<file path="src/rtl/alu_op_sequencer.sv">
// Micro-op sequencer in front of the 8-bit ALU: holds a small register file, issues
// one ALU evaluation per accepted op, then captures the result and ZCNO flags.
module alu_op_sequencer #(
    parameter int NREGS = 4,
    parameter int W = 8,
    localparam int RW = $clog2(NREGS)
) (
    input  logic          CLK,
    input  logic          RSTn,
    input  logic          op_valid,
    output logic          op_ready,
    input  logic          op_kind,
    input  logic [3:0]    op_funsel,
    input  logic [RW-1:0] op_dst,
    input  logic [RW-1:0] op_srca,
    input  logic [RW-1:0] op_srcb,
    input  logic          op_wb,
    input  logic [W-1:0]  op_imm,
    output logic [W-1:0]  alu_a,
    output logic [W-1:0]  alu_b,
    output logic [3:0]    alu_funsel,
    input  logic [W-1:0]  alu_out,
    input  logic [3:0]    alu_zcno,
    output logic          done,
    output logic [W-1:0]  done_result,
    output logic [3:0]    done_flags,
    input  logic [RW-1:0] dbg_sel,
    output logic [W-1:0]  dbg_data
);

    typedef enum logic [1:0] {IDLE, ISSUE, CAPTURE, DONE} stateT;

    stateT state, nextState;

    logic [W-1:0]  regs [NREGS];
    logic [3:0]    latFunsel;
    logic [RW-1:0] latDst;
    logic [RW-1:0] latSrcA;
    logic [RW-1:0] latSrcB;
    logic          latWb;
    logic          accept;

    assign accept   = op_valid && (state == IDLE);
    assign dbg_data = regs[dbg_sel];

    always_ff @(posedge CLK or negedge RSTn) begin
        if (!RSTn) begin
            state <= IDLE;
        end else begin
            state <= nextState;
        end
    end

    // Operands reach the ALU only during ISSUE; every other state drives the pass-A-of-zero
    // pattern so the ALU's fed-back carry is applied exactly once per op.
    always_comb begin
        nextState  = state;
        op_ready   = 1'b0;
        done       = 1'b0;
        alu_a      = '0;
        alu_b      = '0;
        alu_funsel = 4'b0000;
        case (state)
            IDLE: begin
                op_ready = 1'b1;
                if (op_valid) begin
                    nextState = op_kind ? DONE : ISSUE;
                end
            end
            ISSUE: begin
                alu_a      = regs[latSrcA];
                alu_b      = regs[latSrcB];
                alu_funsel = latFunsel;
                nextState  = CAPTURE;
            end
            CAPTURE: begin
                nextState = DONE;
            end
            DONE: begin
                done      = 1'b1;
                nextState = IDLE;
            end
            default: begin
                nextState = IDLE;
            end
        endcase
    end

    always_ff @(posedge CLK or negedge RSTn) begin
        if (!RSTn) begin
            latFunsel <= '0;
            latDst    <= '0;
            latSrcA   <= '0;
            latSrcB   <= '0;
            latWb     <= 1'b0;
        end else if (accept) begin
            latFunsel <= op_funsel;
            latDst    <= op_dst;
            latSrcA   <= op_srca;
            latSrcB   <= op_srcb;
            latWb     <= op_wb;
        end
    end

    // Single write port: load writes at the accept edge, ALU ops at the CAPTURE exit edge.
    always_ff @(posedge CLK or negedge RSTn) begin
        if (!RSTn) begin
            for (int i = 0; i < NREGS; i++) begin
                regs[i] <= '0;
            end
            done_result <= '0;
            done_flags  <= '0;
        end else if (accept && op_kind) begin
            regs[op_dst] <= op_imm;
            done_result  <= op_imm;
        end else if (state == CAPTURE) begin
            done_result <= alu_out;
            done_flags  <= alu_zcno;
            if (latWb) begin
                regs[latDst] <= alu_out;
            end
        end
    end

endmodule
</file>
<file path="config.mk">
export PLATFORM = sky130hd
export DESIGN_NAME = alu_op_sequencer
export DESIGN_NICKNAME = d
export VERILOG_FILES = /design/src/rtl/alu_op_sequencer.sv
export SDC_FILE = /design/constraint.sdc
export NUM_CORES = 1
export LEC_CHECK = 0
export ABC_CLOCK_PERIOD_IN_PS = 5600
export CORE_MARGIN = 2
export CORE_UTILIZATION = 37
export DETAILED_ROUTE_END_ITERATION = 7
export HOLD_SLACK_MARGIN = 0.12
export PLACE_DENSITY = 0.6
export SLEW_MARGIN = 20
export SYNTH_ARGS = -nofsm -noshare
export SYNTH_HDL_FRONTEND = slang
export SYNTH_SLANG_ARGS = --single-unit
</file>
<file path="constraint.sdc">
create_clock -name CLK -period 5.6 [get_ports CLK]
set_clock_uncertainty 0.15 [all_clocks]
set_input_delay 1.4 -clock CLK [delete_from_list [all_inputs] [get_ports CLK]]
set_output_delay 1.4 -clock CLK [all_outputs]
set_load 0.005 [all_outputs]
</file>
; After elaboration in Yosys (flattened, before gate mapping)
; Cells that the tools add are included.
[word_totals]
register_bits = 57
input_bits = 37
word_cells = 66
[op_classes]
magnitude_cmp = 7
eq_ne = 4
muxes = 28
bitwise_logic = 6
n_reduce_logical = 9
[op_table]
columns = operator, count
row1 = 32-bit 2-to-1 mux, 3
row2 = 8-bit 2-to-1 mux, 12
row3 = 32-bit bitwise mux, 2
row4 = 8-bit binary-select mux with 2-bit select, 3
row5 = 8-bit demux with 2-bit select, 2
row6 = 3-bit greater-or-equal comparator (second input constant), 5
row7 = 2-bit NOT with 3-bit output, 5
row8 = 2-bit one-hot mux with 4 select lines, 1
row9 = 3-bit by 1-bit < comparator with 1-bit output (second input constant), 2
row10 = 2-bit equality test (second input constant), 2
row11 = 1-bit logical AND, 4
row12 = 2-bit 2-to-1 mux, 2
row13 = 4-bit 2-to-1 mux, 1
row14 = 2-bit AND reduction, 2
row15 = 2-bit nonzero test, 2
row16 = 2-bit by 1-bit equality test with 1-bit output (second input constant), 1
row17 = 2-bit logical NOT, 1
row18 = 1-bit 2-to-1 mux, 2
row19 = 2-bit != test (second input constant), 1
row20 = 1-bit NOT, 1

; Depth between registers and ports, before layout
; Gate-level depths: netlist of run 1.
[logic_depth]
depth_word = 9
ltp_mapped = 7
depth_no_buf = 6

; Worst setup path before layout of run 1
; OpenSTA, ideal clock, no wires.
[synth_path]
path_kind = in2out
from = input port dbg_sel[0]
to = output port dbg_data[0]
arrival_time_ps = 2160
setup_slack_ps = 1890
cell_stages = 2
path_buffers = 1
cell_sequence = buf_2 mux4_2
[synth_between]
elab_chain_cells = 4
[synth_lines]
columns = element, line_no
row1 = start: declaration, 27  ; input logic [RW-1:0] dbg_sel,
row2 = 2-bit NOT with 3-bit output (not written as such), 44  ; assign dbg_data = regs[dbg_sel];
row3 = 8-bit binary-select mux with 2-bit select, 44
row4 = 8-bit 2-to-1 mux (not written as such) (2 in series), 44
row5 = end: declaration, 28  ; output logic [W-1:0] dbg_data
; Every way passes these cells. The select of a mux whose other input is x is not followed.

; Worst setup path after layout of run 1
[layout_path]
from = input port dbg_sel[1]
to = output port dbg_data[2]
; The elaborated chain is that of the path after synthesis.

==> results of run 1 <==
power by group through the flow:
stage          Sequential (mW)  Clock [mW]  Combinational [mW]
5_1_grt                  0.927       0.419                1.34
2_1_floorplan            0.763           0               0.829
4_1_cts                  0.882       0.397                1.25
3_3_place_gp             0.878           0                1.23
3_5_place_dp             0.888           0                1.25
6_report                 0.884       0.388                1.24
cell usage after synthesis, types with 3 or more instances:
| cell | count |
|---|---|
| dfrtp_1 | 57 |
| nand2_1 | 43 |
| o21ai_0 | 41 |
| a2bb2oi_1 | 28 |
| mux4_2 | 24 |
| and2_1 | 20 |
| mux2_2 | 15 |
| mux2i_1 | 9 |
| buf_2 | 6 |
| ha_1 | 5 |
| a2bb2oi_2 | 4 |
| buf_1 | 4 |
| clkbuf_1 | 4 |
| nand2_2 | 3 |
| nand4_1 | 3 |
cell type report:
cell class / instances / area [µm²] / share of cell area (%)
multi-input cells: 213 / 1850 / 42.0
repair buffers: 80 / 791 / 18.0
well taps: 108 / 135 / 3.07
clock buffers: 10 / 138 / 3.13
flip-flops and latches: 57 / 1430 / 32.4
inverters: 2 / 7.51 / 0.170
clock inverters: 6 / 57.6 / 1.31
worst paths after layout:
kind / start / endpoint / cells past startpoint / slack (ns)
max: dbg_sel[1] / dbg_data[2] / 3 / 0.95
min: latFunsel[1]$_DFFE_PN0P_ / latFunsel[1]$_DFFE_PN0P_ / 1 / 0.34
max reg2reg: state[0]$_DFFE_PN0P_ / regs[24]$_DFFE_PN0P_ / 5 / 2.64
min reg2reg: latFunsel[1]$_DFFE_PN0P_ / latFunsel[1]$_DFFE_PN0P_ / 1 / 0.34
max in group asynchronous: RSTn / regs[6]$_DFFE_PN0P_ / 2 / 3.72
min in group asynchronous: RSTn / done_result[4]$_DFFE_PN0P_ / 2 / 1.06
cells in the final DEF, fill, tap and decap left out:
cell type	netlist	layout
and2b_2	1	1
nor2_1	1	1
a21oi_1	1	1
and2_1	20	20
mux2i_1	9	9
o21ai_0	41	41
clkinvlp_4	0	1
nor3_2	1	1
buf_2	6	1
nor3_1	1	1
mux4_2	24	24
ha_1	5	5
and4_1	1	1
nand4_1	3	3
clkdlybuf4s50_1	0	77
clkinv_2	0	4
dfrtp_1	57	57
nand2_2	3	3
inv_1	2	2
nand3b_2	2	2
a2bb2oi_1	28	28
buf_4	1	2
or3_1	1	1
bufinv_16	0	1
nand2_1	43	43
a2bb2oi_2	4	4
and2_2	2	2
nand2_8	1	1
mux2_2	15	15
clkbuf_8	0	10
nand3_2	2	2
nor2b_1	2	2
and3_2	2	2
flip-flops by register name, indices dropped and copies added (netlist names):
name	count
done_flags	4
done_result	8
latDst	2
latFunsel	4
latSrcA	2
latSrcB	2
latWb	1
regs	32
state	2
layer usage:
layer  GRT usage (%)  vias up
li1                -     1233
met1            31.2     1397
met2            31.0      113
met3            3.58       16
met4            8.54        0
met5               0        -
cells by family (layout without fill, tap and decap cells):
kind of cell / Yosys count / count (layout) / share of synthesized area [%]
flip-flops: 57 / 57 / 42.3
AO/OA/AOI/OAI: 74 / 74 / 15.3
adder cells (fa/ha/maj): 5 / 5 / 1.85
AND/OR/NAND/NOR: 86 / 86 / 14.0
buffers and inverters: 19 / 98 / 2.89
multiplexers: 48 / 48 / 23.7
metrics by stage:
step | cells | hold WS [ns]
floorplan | 289 | 0.321
global placement | 460 | 0.329
detailed placement | 460 | 0.337
CTS | 476 | 0.353
global route | 476 | 0.370
finish | 476 | 0.345
worst max-delay path: stages:
cell,delay [ns]
clkdlybuf4s50_1,0.83
mux4_2,0.40
clkdlybuf4s50_1,0.46
==> flow_summary.json, run 1 <==
{
  "synth_area_leader_cell": "dfrtp_1",
  "rsz0062_at_grt": "no",
  "finalSetupViolCount": 0,
  "rows": 34,
  "cts_root_buffer": "clkbuf_8",
  "seq_power_share_pct": 35.2,
  "placed_area_um2": 4210,
  "report.final.hold_viol_count": 0,
  "met2_length_um": 4460,
  "postCtsHoldBufs": 0,
  "grt_pass1_vias": 2772,
  "dieArea_um2": 9900,
  "ys_seq_area_share_pct": 42.3,
  "synthCells": 289,
  "post_cts_buffers": 0,
  "synth_edf_count": 0,
  "cts_tree": "done",
  "yosysWarnings": 0,
  "fill_cells": 807,
  "setup.worst_path.class": "in -> out",
  "met3_length_um": 705,
  "syn-num-nets": 331,
  "clockBufferDepth": 2,
  "synth.area.top_cells": "dfrtp_1 42%, mux4_2 16%, a2bb2oi_1 7.3%, o21ai_0 6.1%, mux2_2 5.0%",
  "async_flop_share_pct": 100,
  "power_density_nw_per_um2": 570,
  "syn_area_per_cell_um2": 11.7,
  "final_core_util_pct": 50.3,
  "core_area_um2": 8760,
  "htreeDepth": 3,
  "ys_ff_latch": 57,
  "clk_pin_slew_worst_paths_ns": 0.06,
  "synth_top_cell_area_share_pct": 42.3,
  "viasPerCell": 5.80,
  "setup_tns_ns": 0,
  "cp.arrival_ns": 3.10,
  "track_usage_pct": 21.1,
  "cts_made_buffers": 9,
  "swShare_pct": 34.4,
  "syn_to_final_growth_pct": 30.6,
  "initial_utilization_pct": 38.5,
  "relSlewSlack_pct": 30.9,
  "ant_nets": 0,
  "n_antenna_cell": 0,
  "clk_latency_ns": 0.34,
  "totalWireLength_um": 9760,
  "nets": 405,
  "finalCriticalPeriod_ns": 4.65,
  "cts-resized-gates": 0,
  "portBuffers": 78,
  "switchingPower_uw": 865,
  "p_comb_share_pct": 49.4,
  "outcome": "finished clean",
  "dp_hpwl_um": 6420,
  "dpl_worst_slack_ns": 0.961,
  "drcViolationCount": 0,
  "grt_max_degree": 58,
  "power.total_mw": 2.51,
  "period_share_pct": 83.0,
  "antenna_found_initial": 0,
  "top_layer": "met4",
  "slew_viol_final": 0,
  "crit_path_max_fanout": 8,
  "fin_ws_ns": 0.953,
  "grt_pass1_wl_um": 15700,
  "num_vias": 2759,
  "ioPinCount": 79,
  "postLayoutCellArea_um2": 4400,
  "critPathRequiredTime_ns": 4.05,
  "die_w_um": 99.5,
  "fmax_mhz": 215,
  "die_h_um": 99.5,
  "numClockSinks": 57,
  "internal-power_mw": 1.65,
  "dr.pass1.iters": 5,
  "yosysUniqueCellTypes": 31,
  "end_kind": "output port",
  "netlist_area_um2": 3370,
  "drive_gt1_share_pct": 20.7,
  "tightestPinTransition_ns": 1.04,
  "grt.overflow.total": 0,
  "wl_met1_um": 4470,
  "min-delay-path-class": "reg -> reg",
  "globalplace.congestion": 0.770,
  "crit_path_start_kind": "input port",
  "maxCapViolations": 0,
  "ys.flop_type": "dfrtp_1",
  "dr.first_iter.drc_count": 208,
  "wl_per_cell_um": 20.5,
  "vdd_drop_max_uv": 310,
  "clkPwrFrac_pct": 15.5,
  "p_leak_nw": 1.74
}
Power figures use the tool's default switching activity.
==> run 2: changes to the inputs <==
ABC_CLOCK_PERIOD_IN_PS = 4510   (was 5600)
clock period = 4.51 ns   (was 5.6 ns; I/O delays follow)
==> run 2 against run 1 <==
  * Wire length grew 0.81%
  * Global-route usage is essentially flat
  * Via count grew 0.11%
  * Non-clock buffer count grew 2
  * Register-to-register slack lost 0.68 ns
  * Worst setup slack lost 0.53 ns
  * Sequential share of layout area shrank 0.12 points
  * Worst hold slack gained 0.00087 ns
  * Sequential cell count is the same
  * Largest cell class unchanged
==> flow_summary.json, run 2 (same netlist as run 1, synthesis figures left out) <==
{
  "power.total_mw": 3.10,
  "finalSetupViolCount": 0,
  "syn_to_final_growth_pct": 31.0,
  "max_flop_register": "regs",
  "portBuffers": 78,
  "cpPeakStageDelay_ns": 0.53,
  "globalplace.congestion": 0.779,
  "critPathRequiredTime_ns": 3.23,
  "grt_max_degree": 44,
  "rows": 34,
  "cts_tree": "done",
  "numClockSinks": 57,
  "clk_pin_slew_worst_paths_ns": 0.07,
  "grt_pass1_vias": 2861,
  "crit_top_cell": "clkdlybuf4s50_1",
  "min-delay-path-class": "reg -> reg",
  "dr.pass1.iters": 4,
  "drive_gt1_share_pct": 20.3,
  "fmax_mhz": 244,
  "power_density_nw_per_um2": 701,
  "maxCapViolations": 0,
  "final_core_util_pct": 50.4,
  "cts-resized-gates": 0,
  "crit_path_start_kind": "input port",
  "post_cts_buffers": 0,
  "relSlewSlack_pct": 48.9,
  "layout_common_cells": "77 x clkdlybuf4s50_1, 57 x dfrtp_1, 43 x nand2_1, 41 x o21ai_0, 28 x a2bb2oi_1",
  "period_share_pct": 90.7,
  "dr.first_iter.drc_count": 191,
  "wl_per_cell_um": 20.6,
  "clk_latency_ns": 0.34,
  "finalCriticalPeriod_ns": 4.09,
  "largest_reg_flops": 32,
  "rsz0062_at_grt": "no",
  "cts_root_buffer": "clkbuf_8",
  "grt.overflow.total": 0,
  "grt_pass1_wl_um": 15700,
  "report.final.hold_viol_count": 0,
  "antenna_found_initial": 0,
  "top_regs": "regs x32, done_result x8",
  "whs_ns": 0.346,
  "slew_viol_final": 0,
  "dp_hpwl_um": 6570,
  "setup_tns_ns": 0,
  "cp.arrival_ns": 2.81,
  "die_h_um": 99.5,
  "p_leak_nw": 1.75,
  "ant_nets": 0,
  "dieArea_um2": 9900,
  "cp_cell_sequence": "clkdlybuf4s50_1 > buf_4 > mux4_2 > clkdlybuf4s50_1",
  "nets": 407,
  "die_w_um": 99.5,
  "viasPerCell": 5.79,
  "crit_path_max_fanout": 8,
  "cp_slowest_cell": "mux4_2",
  "outcome": "finished clean",
  "clockBufferDepth": 2,
  "setup.worst_path.class": "in -> out",
  "htreeDepth": 3,
  "postCtsHoldBufs": 0,
  "initial_utilization_pct": 38.5,
  "totalWireLength_um": 9840,
  "num_vias": 2762,
  "tightestPinTransition_ns": 0.762,
  "cts_made_buffers": 9,
  "vdd_drop_max_uv": 287,
  "core_area_um2": 8760,
  "layout_commonest_cell": "clkdlybuf4s50_1",
  "track_usage_pct": 21.1,
  "drcViolationCount": 0,
  "ioPinCount": 79,
  "end_kind": "output port",
  "n_antenna_cell": 0
}
run 2: cell count changes in the layout (fill, tap and decap cells not counted), sizes merged:
cell,previous run,this run
buf,3,5
clkbuf,10,11
clkinv,4,3
clkinvlp,1,0
run 2: worst paths after layout:
path / from / to / slack, ns / cells after the start
setup / recovery: dbg_sel[0] / dbg_data[4] / 0.42 / 4
hold / removal: latFunsel[1]$_DFFE_PN0P_ / latFunsel[1]$_DFFE_PN0P_ / 0.35 / 1
setup reg to reg: state[0]$_DFFE_PN0P_ / regs[17]$_DFFE_PN0P_ / 1.96 / 6
hold reg to reg: latFunsel[1]$_DFFE_PN0P_ / latFunsel[1]$_DFFE_PN0P_ / 0.35 / 1
max in group asynchronous: RSTn / regs[7]$_DFFE_PN0P_ / 2.92 / 2
min in group asynchronous: RSTn / regs[26]$_DFFE_PN0P_ / 0.63 / 1
run 2: where the power goes:
part           leakage (nW)  total, mW  switching [mW]  internal [mW]
registers             0.668       1.09           0.313          0.780
clock network        0.0929      0.457           0.207          0.249
logic                 0.986       1.55           0.542           1.01
total                  1.75       3.10            1.06           2.03
run 2: area by class of cell:
cell class              instances  area (µm²)
fillers                       806        4340
multi-input cells             213        1850
flip-flops and latches         57        1430
repair buffers                 82         826
well taps                     108         135
clock buffers                  11         131
clock inverters                 4        45.0
inverters                       2        7.51
run 2: critical path: cells and delay by family:
| family | cells | cell delay, ns |
|---|---|---|
| buffers and inverters | 3 | 1.15 |
| multiplexers | 1 | 0.53 |
run 2: metal layers:
metal	vias to the layer above	share of wire, %	GRT usage [%]
met2	106	48	33.0
met1	1411	43	29.4
li1	1234	-	-
met3	11	7.9	3.79
met4	0	1.2	8.54
met5	-	0	0
run 2: metrics by stage:
| stage | instances | setup WS (ns) | cell area, µm² |
|---|---|---|---|
| 2_1_floorplan | 289 | 1.34 | 3370 |
| 3_3_place_gp | 461 | 0.418 | 4220 |
| 3_5_place_dp | 461 | 0.422 | 4220 |
| 4_1_cts | 476 | 0.412 | 4390 |
| 5_1_grt | 477 | 0.361 | 4420 |
| 6_report | 477 | 0.419 | 4420 |
